File: src/rtl/tlc_input_conditioner_if.sv
// Signal bundle between the raw pedestrian/vehicle inputs, the controller's
// acknowledge, and the conditioned outputs consumed by the traffic light FSM.
interface tlc_input_conditioner_if;
    logic walkButton;
    logic Sensor;
    logic walk_ack;
    logic sensor_active;
    logic walk_press_pulse;
    logic walk_req;

    // Driver side: raw inputs and acknowledge out, conditioned levels in.
    modport master (
        output walkButton, Sensor, walk_ack,
        input  sensor_active, walk_press_pulse, walk_req
    );

    // Conditioner side: raw inputs and acknowledge in, conditioned levels out.
    modport slave (
        input  walkButton, Sensor, walk_ack,
        output sensor_active, walk_press_pulse, walk_req
    );
endinterface

File: src/rtl/tlc_input_conditioner.sv
// Input conditioner for the traffic light controller: two-flop synchronizers
// and counter debouncers for the pedestrian button and vehicle sensor, a
// press edge detector, and a sticky walk request held until acknowledged.
module tlc_input_conditioner #(
    parameter int DEBOUNCE_CYCLES = 1000000,
    parameter int CNT_W           = 20
) (
    input logic                      clk,
    input logic                      rst,
    tlc_input_conditioner_if.slave   bus
);

    typedef enum logic [1:0] {
        W_IDLE    = 2'd0,
        W_PENDING = 2'd1,
        W_LOCKOUT = 2'd2
    } walk_state_t;

    // Index 0 is the walk button, index 1 is the vehicle sensor.
    localparam int               WALK   = 0;
    localparam int               SENSE  = 1;
    localparam logic [CNT_W-1:0] TERM   = CNT_W'(DEBOUNCE_CYCLES - 1);
    localparam logic [CNT_W-1:0] ONE    = CNT_W'(1);

    logic [1:0]       raw;
    logic [1:0]       sync1;
    logic [1:0]       sync2;
    logic [1:0]       db;
    logic [CNT_W-1:0] cnt [2];
    logic             db_walk_d;
    logic             press_pulse;
    logic             ack_d;
    logic             press_edge;
    logic             ack_rise;
    walk_state_t      state;
    walk_state_t      state_next;

    assign raw        = {bus.Sensor, bus.walkButton};
    assign press_edge = db[WALK] & ~db_walk_d;
    assign ack_rise   = bus.walk_ack & ~ack_d;

    // Two-flop synchronizer bringing both raw inputs into the clk domain.
    always_ff @(posedge clk or posedge rst) begin
        if (rst) begin
            sync1 <= '0;
            sync2 <= '0;
        end else begin
            sync1 <= raw;
            sync2 <= sync1;
        end
    end

    // Accept a new level only after it has differed from the current one for
    // DEBOUNCE_CYCLES consecutive edges; any bounce back restarts the count.
    always_ff @(posedge clk or posedge rst) begin
        if (rst) begin
            db <= '0;
            for (int i = 0; i < 2; i++) begin
                cnt[i] <= '0;
            end
        end else begin
            for (int i = 0; i < 2; i++) begin
                if (sync2[i] == db[i]) begin
                    cnt[i] <= '0;
                end else if (cnt[i] == TERM) begin
                    db[i]  <= sync2[i];
                    cnt[i] <= '0;
                end else begin
                    cnt[i] <= cnt[i] + ONE;
                end
            end
        end
    end

    // Delayed copies used to find the button's rising edge and the ack's
    // leading edge, so a long ack is treated as one acknowledge.
    always_ff @(posedge clk or posedge rst) begin
        if (rst) begin
            db_walk_d   <= 1'b0;
            press_pulse <= 1'b0;
            ack_d       <= 1'b0;
        end else begin
            db_walk_d   <= db[WALK];
            press_pulse <= press_edge;
            ack_d       <= bus.walk_ack;
        end
    end

    // Walk request state register.
    always_ff @(posedge clk or posedge rst) begin
        if (rst) begin
            state <= W_IDLE;
        end else begin
            state <= state_next;
        end
    end

    // A fresh press always wins over an acknowledge; a button still held at
    // acknowledge time must be released before it can request again.
    always_comb begin
        state_next = state;
        case (state)
            W_IDLE: begin
                if (press_edge) begin
                    state_next = W_PENDING;
                end
            end
            W_PENDING: begin
                if (ack_rise && !press_edge) begin
                    state_next = db[WALK] ? W_LOCKOUT : W_IDLE;
                end
            end
            W_LOCKOUT: begin
                if (!db[WALK]) begin
                    state_next = W_IDLE;
                end
            end
            default: begin
                state_next = W_IDLE;
            end
        endcase
    end

    assign bus.sensor_active    = db[SENSE];
    assign bus.walk_press_pulse = press_pulse;
    assign bus.walk_req         = (state == W_PENDING);

endmodule

File: src/flat_wrapper.sv
// flat-port wrapper written by rule: the top's interface ports become plain ports
module tlc_input_conditioner_flat 
#(
    parameter int DEBOUNCE_CYCLES = 1000000,
    parameter int CNT_W           = 20
)
  (clk, rst, bus_walkButton, bus_Sensor, bus_walk_ack, bus_sensor_active, bus_walk_press_pulse, bus_walk_req);
  tlc_input_conditioner_if bus_i ();
  input logic clk;
  input logic rst;
  input wire logic [$bits(bus_i.walkButton)-1:0] bus_walkButton;
  input wire logic [$bits(bus_i.Sensor)-1:0] bus_Sensor;
  input wire logic [$bits(bus_i.walk_ack)-1:0] bus_walk_ack;
  output wire logic [$bits(bus_i.sensor_active)-1:0] bus_sensor_active;
  output wire logic [$bits(bus_i.walk_press_pulse)-1:0] bus_walk_press_pulse;
  output wire logic [$bits(bus_i.walk_req)-1:0] bus_walk_req;
  assign bus_i.walkButton = bus_walkButton;
  assign bus_i.Sensor = bus_Sensor;
  assign bus_i.walk_ack = bus_walk_ack;
  assign bus_sensor_active = bus_i.sensor_active;
  assign bus_walk_press_pulse = bus_i.walk_press_pulse;
  assign bus_walk_req = bus_i.walk_req;
  tlc_input_conditioner #(.DEBOUNCE_CYCLES(DEBOUNCE_CYCLES), .CNT_W(CNT_W)) u_core (.clk(clk), .rst(rst), .bus(bus_i));
endmodule
File: config.mk
export PLATFORM = sky130hd
export DESIGN_NAME = tlc_input_conditioner_flat
export DESIGN_NICKNAME = d
export VERILOG_FILES = /design/src/rtl/tlc_input_conditioner_if.sv /design/src/rtl/tlc_input_conditioner.sv /design/src/flat_wrapper.sv
export SDC_FILE = /design/constraint.sdc
export NUM_CORES = 1
export LEC_CHECK = 0
export ABC_AREA = 0
export CAP_MARGIN = 20
export CORE_ASPECT_RATIO = 0.6
export CORE_MARGIN = 2
export CORE_UTILIZATION = 35
export CTS_CLUSTER_DIAMETER = 200
export DETAILED_ROUTE_END_ITERATION = 16
export PLACE_DENSITY = 0.48
export SLEW_MARGIN = 25
export SYNTH_ARGS = -nofsm -noshare
export SYNTH_HDL_FRONTEND = slang
export SYNTH_SLANG_ARGS = --single-unit
File: constraint.sdc
create_clock -name clk -period 4.3 [get_ports clk]
set_clock_uncertainty 0.15 [all_clocks]
set_input_delay 0.86 -clock clk [delete_from_list [all_inputs] [get_ports clk]]
set_output_delay 0.86 -clock clk [all_outputs]
set_load 0.02 [all_outputs]
After elaboration in Yosys (flattened, before gate mapping)
Index checks and enable logic that the tools add are counted.
- $add $sub $neg: 2
- equality and inequality tests: 9
- mux-type cells: 9
- bitwise logic cells: 6
- reductions and logical operators: 6
- operators with widths (operator ; number):
    20-bit two-way mux ; 4
    20-bit by 1-bit adder with 20-bit output (second input constant) ; 2
    20-bit equality test (second input constant) ; 2
    2-bit two-way mux ; 4
    2-bit case mux with 3 select lines ; 1
    2-bit by 1-bit != test with 1-bit output (second input constant) ; 2
    1-bit NOT ; 4
    2-bit AND reduction ; 2
    3-bit AND reduction ; 1
    1-bit AND ; 2
    1-bit equality test ; 2
    2-bit by 1-bit equality test with 1-bit output (second input constant) ; 1
    2-bit equality test (second input constant) ; 1
    2-bit zero test ; 1
    2-bit != test (second input constant) ; 1
    1-bit logical AND ; 1
    1-bit zero test ; 1
- bits in registers: 51
- bits of input ports: 5
- logic and storage cells: 42

Logic depth before layout (Yosys ltp)
- word-level depth: 6
- gate-level depth with buffers: 6
- gate-level depth less buffers: 5

Least setup slack after synthesis
No wires, ideal clock.
- kind: register -> register
- from: register u_core.cnt[20] (netlist name)
- to: register u_core.cnt[29] (netlist name)
- setup time: 0.121 ns
- arrival: 1.498 ns
- data required time: 4.029 ns
- slack: 2.531 ns
- cell stages (with the launch flop): 7
- buffers on the path: 1
- cells stage by stage: dfrtp_1 > ha_1 > and3_1 > nand4_1 > o21ai_1 > buf_2 > nor2_1
- longest elaborated chain between the ends: 3
- RTL lines (item ; RTL line ; text):
    start, declared ; tlc_input_conditioner.sv:29 ; logic [CNT_W-1:0] cnt [2];
    start signal, assigned by index ; tlc_input_conditioner.sv:69 ; cnt[i] <= cnt[i] + ONE;
    20-bit by 1-bit adder with 20-bit output or 20-bit equality test (tied branches) ; tlc_input_conditioner.sv:69, tlc_input_conditioner.sv:65 ;
    20-bit two-way mux (*) ; tlc_input_conditioner.sv:65 ; end else if (cnt[i] == TERM) begin
    20-bit two-way mux (*) ; tlc_input_conditioner.sv:63 ; if (sync2[i] == db[i]) begin
Mark *: on every way between the ends. The rest lies on a longest branch, timed or not.
A chain may end at the register's enable or synchronous reset.

Worst setup path in the final report
- from: register u_core.state[1]
- to: output port bus_walk_req
- longest elaborated chain between the ends: 1
- RTL lines (item ; RTL line ; text):
    start, declared ; tlc_input_conditioner.sv:35 ; walk_state_t state;
    start signal, assigned ; tlc_input_conditioner.sv:94 ; state <= state_next;
    2-bit by 1-bit equality test with 1-bit output ; tlc_input_conditioner.sv:126 ; assign bus.walk_req = (state == W_PENDING);
    end, declared ; flat_wrapper.sv:16 ; output wire logic [$bits(bus_i.walk_req)-1:0] bus_walk_req;
No other way between the ends.

==> results.toml <==
[setup_path]
path_delay_family = "buffers and inverters"
cp.required_ns = 3.29
crit_chain = "nor2b_1 -> clkdlybuf4s50_1"
path_class = "flip-flop to output pin"
start_kind = "flip-flop"
slowest_delay_ns = 0.62
startpoint = "u_core.state[1]"
r2r_end = "u_core.cnt[16]"
cp-end-kind = "output pin"
r2r_start = "u_core.cnt[3]"
cp_max_fo = 3
reg2reg_depth = 5
reg2reg_slack_ns = 2.02
critical_path_buf_inv_count = 1
crit_slowest_cell = "clkdlybuf4s50_1"
crit_arrival_ns = 1.45

[worst_hold_path]
hold_path_class = "flip-flop to flip-flop"
min_from = "u_core.sync1[0]"
hold_end = "u_core.sync2[0]"
holdPathStages = 0

[timing]
grt_setup_unrepaired = "false"
min_period_ns = 2.46
hold_ws_ns = 0.199
hold_viol = 0
setup_tns_ns = 0
setup_viol = 0
tightest_slew_ns = 0.850
fmax_mhz = 406
slew_viol_final = 0
max-slew-margin-rel = 0.433
post-route-period-util = 0.573

[drt]
drt-pass1-iter-count = 4
vias = 1640
route.met3.wl_um = 160
wl_met2_mm = 1.56
first_iter_violations = 121
viasPerCell = 4.90
drcViolationCount = 0
wl_met1_mm = 2.82
wl_per_cell_um = 13.6
top_layer_used = "met4"
ant_nets = 0
routed_wl_mm = 4.56

[global_routing]
grt_pass1_wl_mm = 8.02
gr-usage-all-layers = 0.136
antenna_found_initial = 0
grt_pass1_vias = 1512
grt_start_max_net_pins = 43
grt_overflow_total = 0

[layout]
layout_common_cells = "dfrtp_1, nor2_1, xnor2_1"
utilization = 0.413
layout_commonest_cell = "dfrtp_1"
fillers = 667
syn2layout_area_growth_pct = 14.8
fin_nets = 254
n_antenna_cell = 0
drive_gt1_frac = 0.0927
final_cells = 335

[floorplan]
die_x_um = 111
dieArea_sq_um = 7510
top_level_ports = 8
num_rows = 23
initial_core_util = 0.360
die_h_um = 67.9
design.core.area_sq_um = 6620

[clock_network]
clk_pin_slew_ns = 0.07
cts_buffers = 5
tritoncts = "yes"
numClockSinks = 51
h-tree-depth = 2
cts_resized = 0
clk_path_buf_depth = 2
clockRootBuffer = "clkbuf_16"
clkLatencyLatePin_ns = 0.28
cts_setup_buffers = 0
cts_hold_buf = 0

[synth]
synth_ff_type = "dfrtp_1"
syn-num-nets = 240
synth_cell_type_count = 34
synth_edf_count = 0
avgSynthCellArea_sq_um = 10.2
ys_seq_area_frac = 0.535
syn_area_sq_um = 2380
syn_inst = 233
synth_seq_cells = 51
async_reset_ff_frac = 1.00
ys.warnings.count = 0

[pwr]
irDropWorstVdd_mv = 0.182
p_per_area_nw_per_um2 = 342
pwr-share-seq = 0.526
p_int_mw = 0.745
leakagePower_nw = 1.08
power_frac_comb = 0.034
power.net_switching_mw = 0.192
p_sw_frac = 0.205
p_total_mw = 0.937
pwr-share-clk = 0.440

[place]
hpwlAfterDp_mm = 3.24
gp_congestion = 0.771
dp.cells = 327
io_buffers = 7

[job]
maxCapViolCount = 0

[status]
run_status = "finished clean"
==> flip-flops by register name, indices dropped and copies added, names as in the netlist <==
register and count:
u_core.ack_d 1, u_core.cnt 40, u_core.state 2, u_core.sync2 2, u_core.bus.walk_press_pulse 1, u_core.sync1 2, u_core.db 2, u_core.db_walk_d 1
==> layout make-up <==
type,instances,area (sq um),share of cell area
timing repair buffer,10,92.6,0.0339
sequential,51,1280,0.467
tap,87,109,0.0398
clock inverter,1,7.51,0.00274
multi-input combinational,169,1060,0.387
clock buffer,7,153,0.0558
inverter,10,37.5,0.0137
==> per-layer routing <==
layer,vias to the layer above,global-route usage
li1,838,-
met1,782,0.232
met2,18,0.160
met3,2,0.0354
met4,0,0.0281
met5,-,0
==> stage by stage <==
stage          cell area [sq um]  worst slack (ns)
6_report                    2740              1.84
5_1_grt                     2740              1.78
4_1_cts                     2740              1.82
3_5_place_dp                2570              2.01
3_3_place_gp                2570              2.01
2_1_floorplan               2380              2.06
==> how the worst max path moves through the flow <==
stage / to / slack, ns / cells past startpoint
2_1_floorplan: u_core.ack_d / 2.06 / 1
3_3_place_gp: u_core.cnt[37] / 2.01 / 3
3_5_place_dp: u_core.cnt[37] / 2.01 / 3
4_1_cts: bus_walk_req / 1.82 / 2
5_1_grt: bus_walk_req / 1.78 / 2
6_report: bus_walk_req / 1.84 / 2
==> synth_stat cells (all sizes together), types with 3 or more instances <==
library cell   n  area (sq um)
nand4         13          93.8
nand2         10          37.5
xor2           9          78.8
nand3         11          55.1
xnor2         24           210
buf            3          15.0
inv           10          37.5
nor2          43           161
a21oi          5          28.8
nor3           8          40.0
nor4b          3          26.3
nor4          12          87.6
and3           4          25.0
dfrtp         51          1280
o21ai          5          25.0
==> power groups by stage <==
stage	Combinational (mW)	Sequential, mW	Clock (mW)
after floorplan	0.0210	0.500	0
after global placement	0.0330	0.501	0
after detailed placement	0.0329	0.501	0
after CTS	0.0333	0.492	0.427
after global routing	0.0380	0.494	0.444
final	0.0317	0.493	0.412
==> worst register-to-register path, stage by stage, from the launching register on <==
cell	delay (ns)
dfrtp_1	0.43
nand3_1	0.23
or2_2	0.38
o31ai_2	0.58
buf_4	0.32
nor2_1	0.07
==> cells by family (layout without fill, tap and decap cells) <==
kind of cell,after synthesis,count (layout),synth area share
AND/OR/NAND/NOR,115,115,0.254
flip-flops,51,51,0.535
XOR/XNOR,33,33,0.121
AO/OA/AOI/OAI,15,15,0.0394
buffers and inverters,13,28,0.0220
multiplexers,4,4,0.0178
adder cells (fa/ha/maj),2,2,0.0105
No activity file was read; power rests on OpenSTA's default activity.
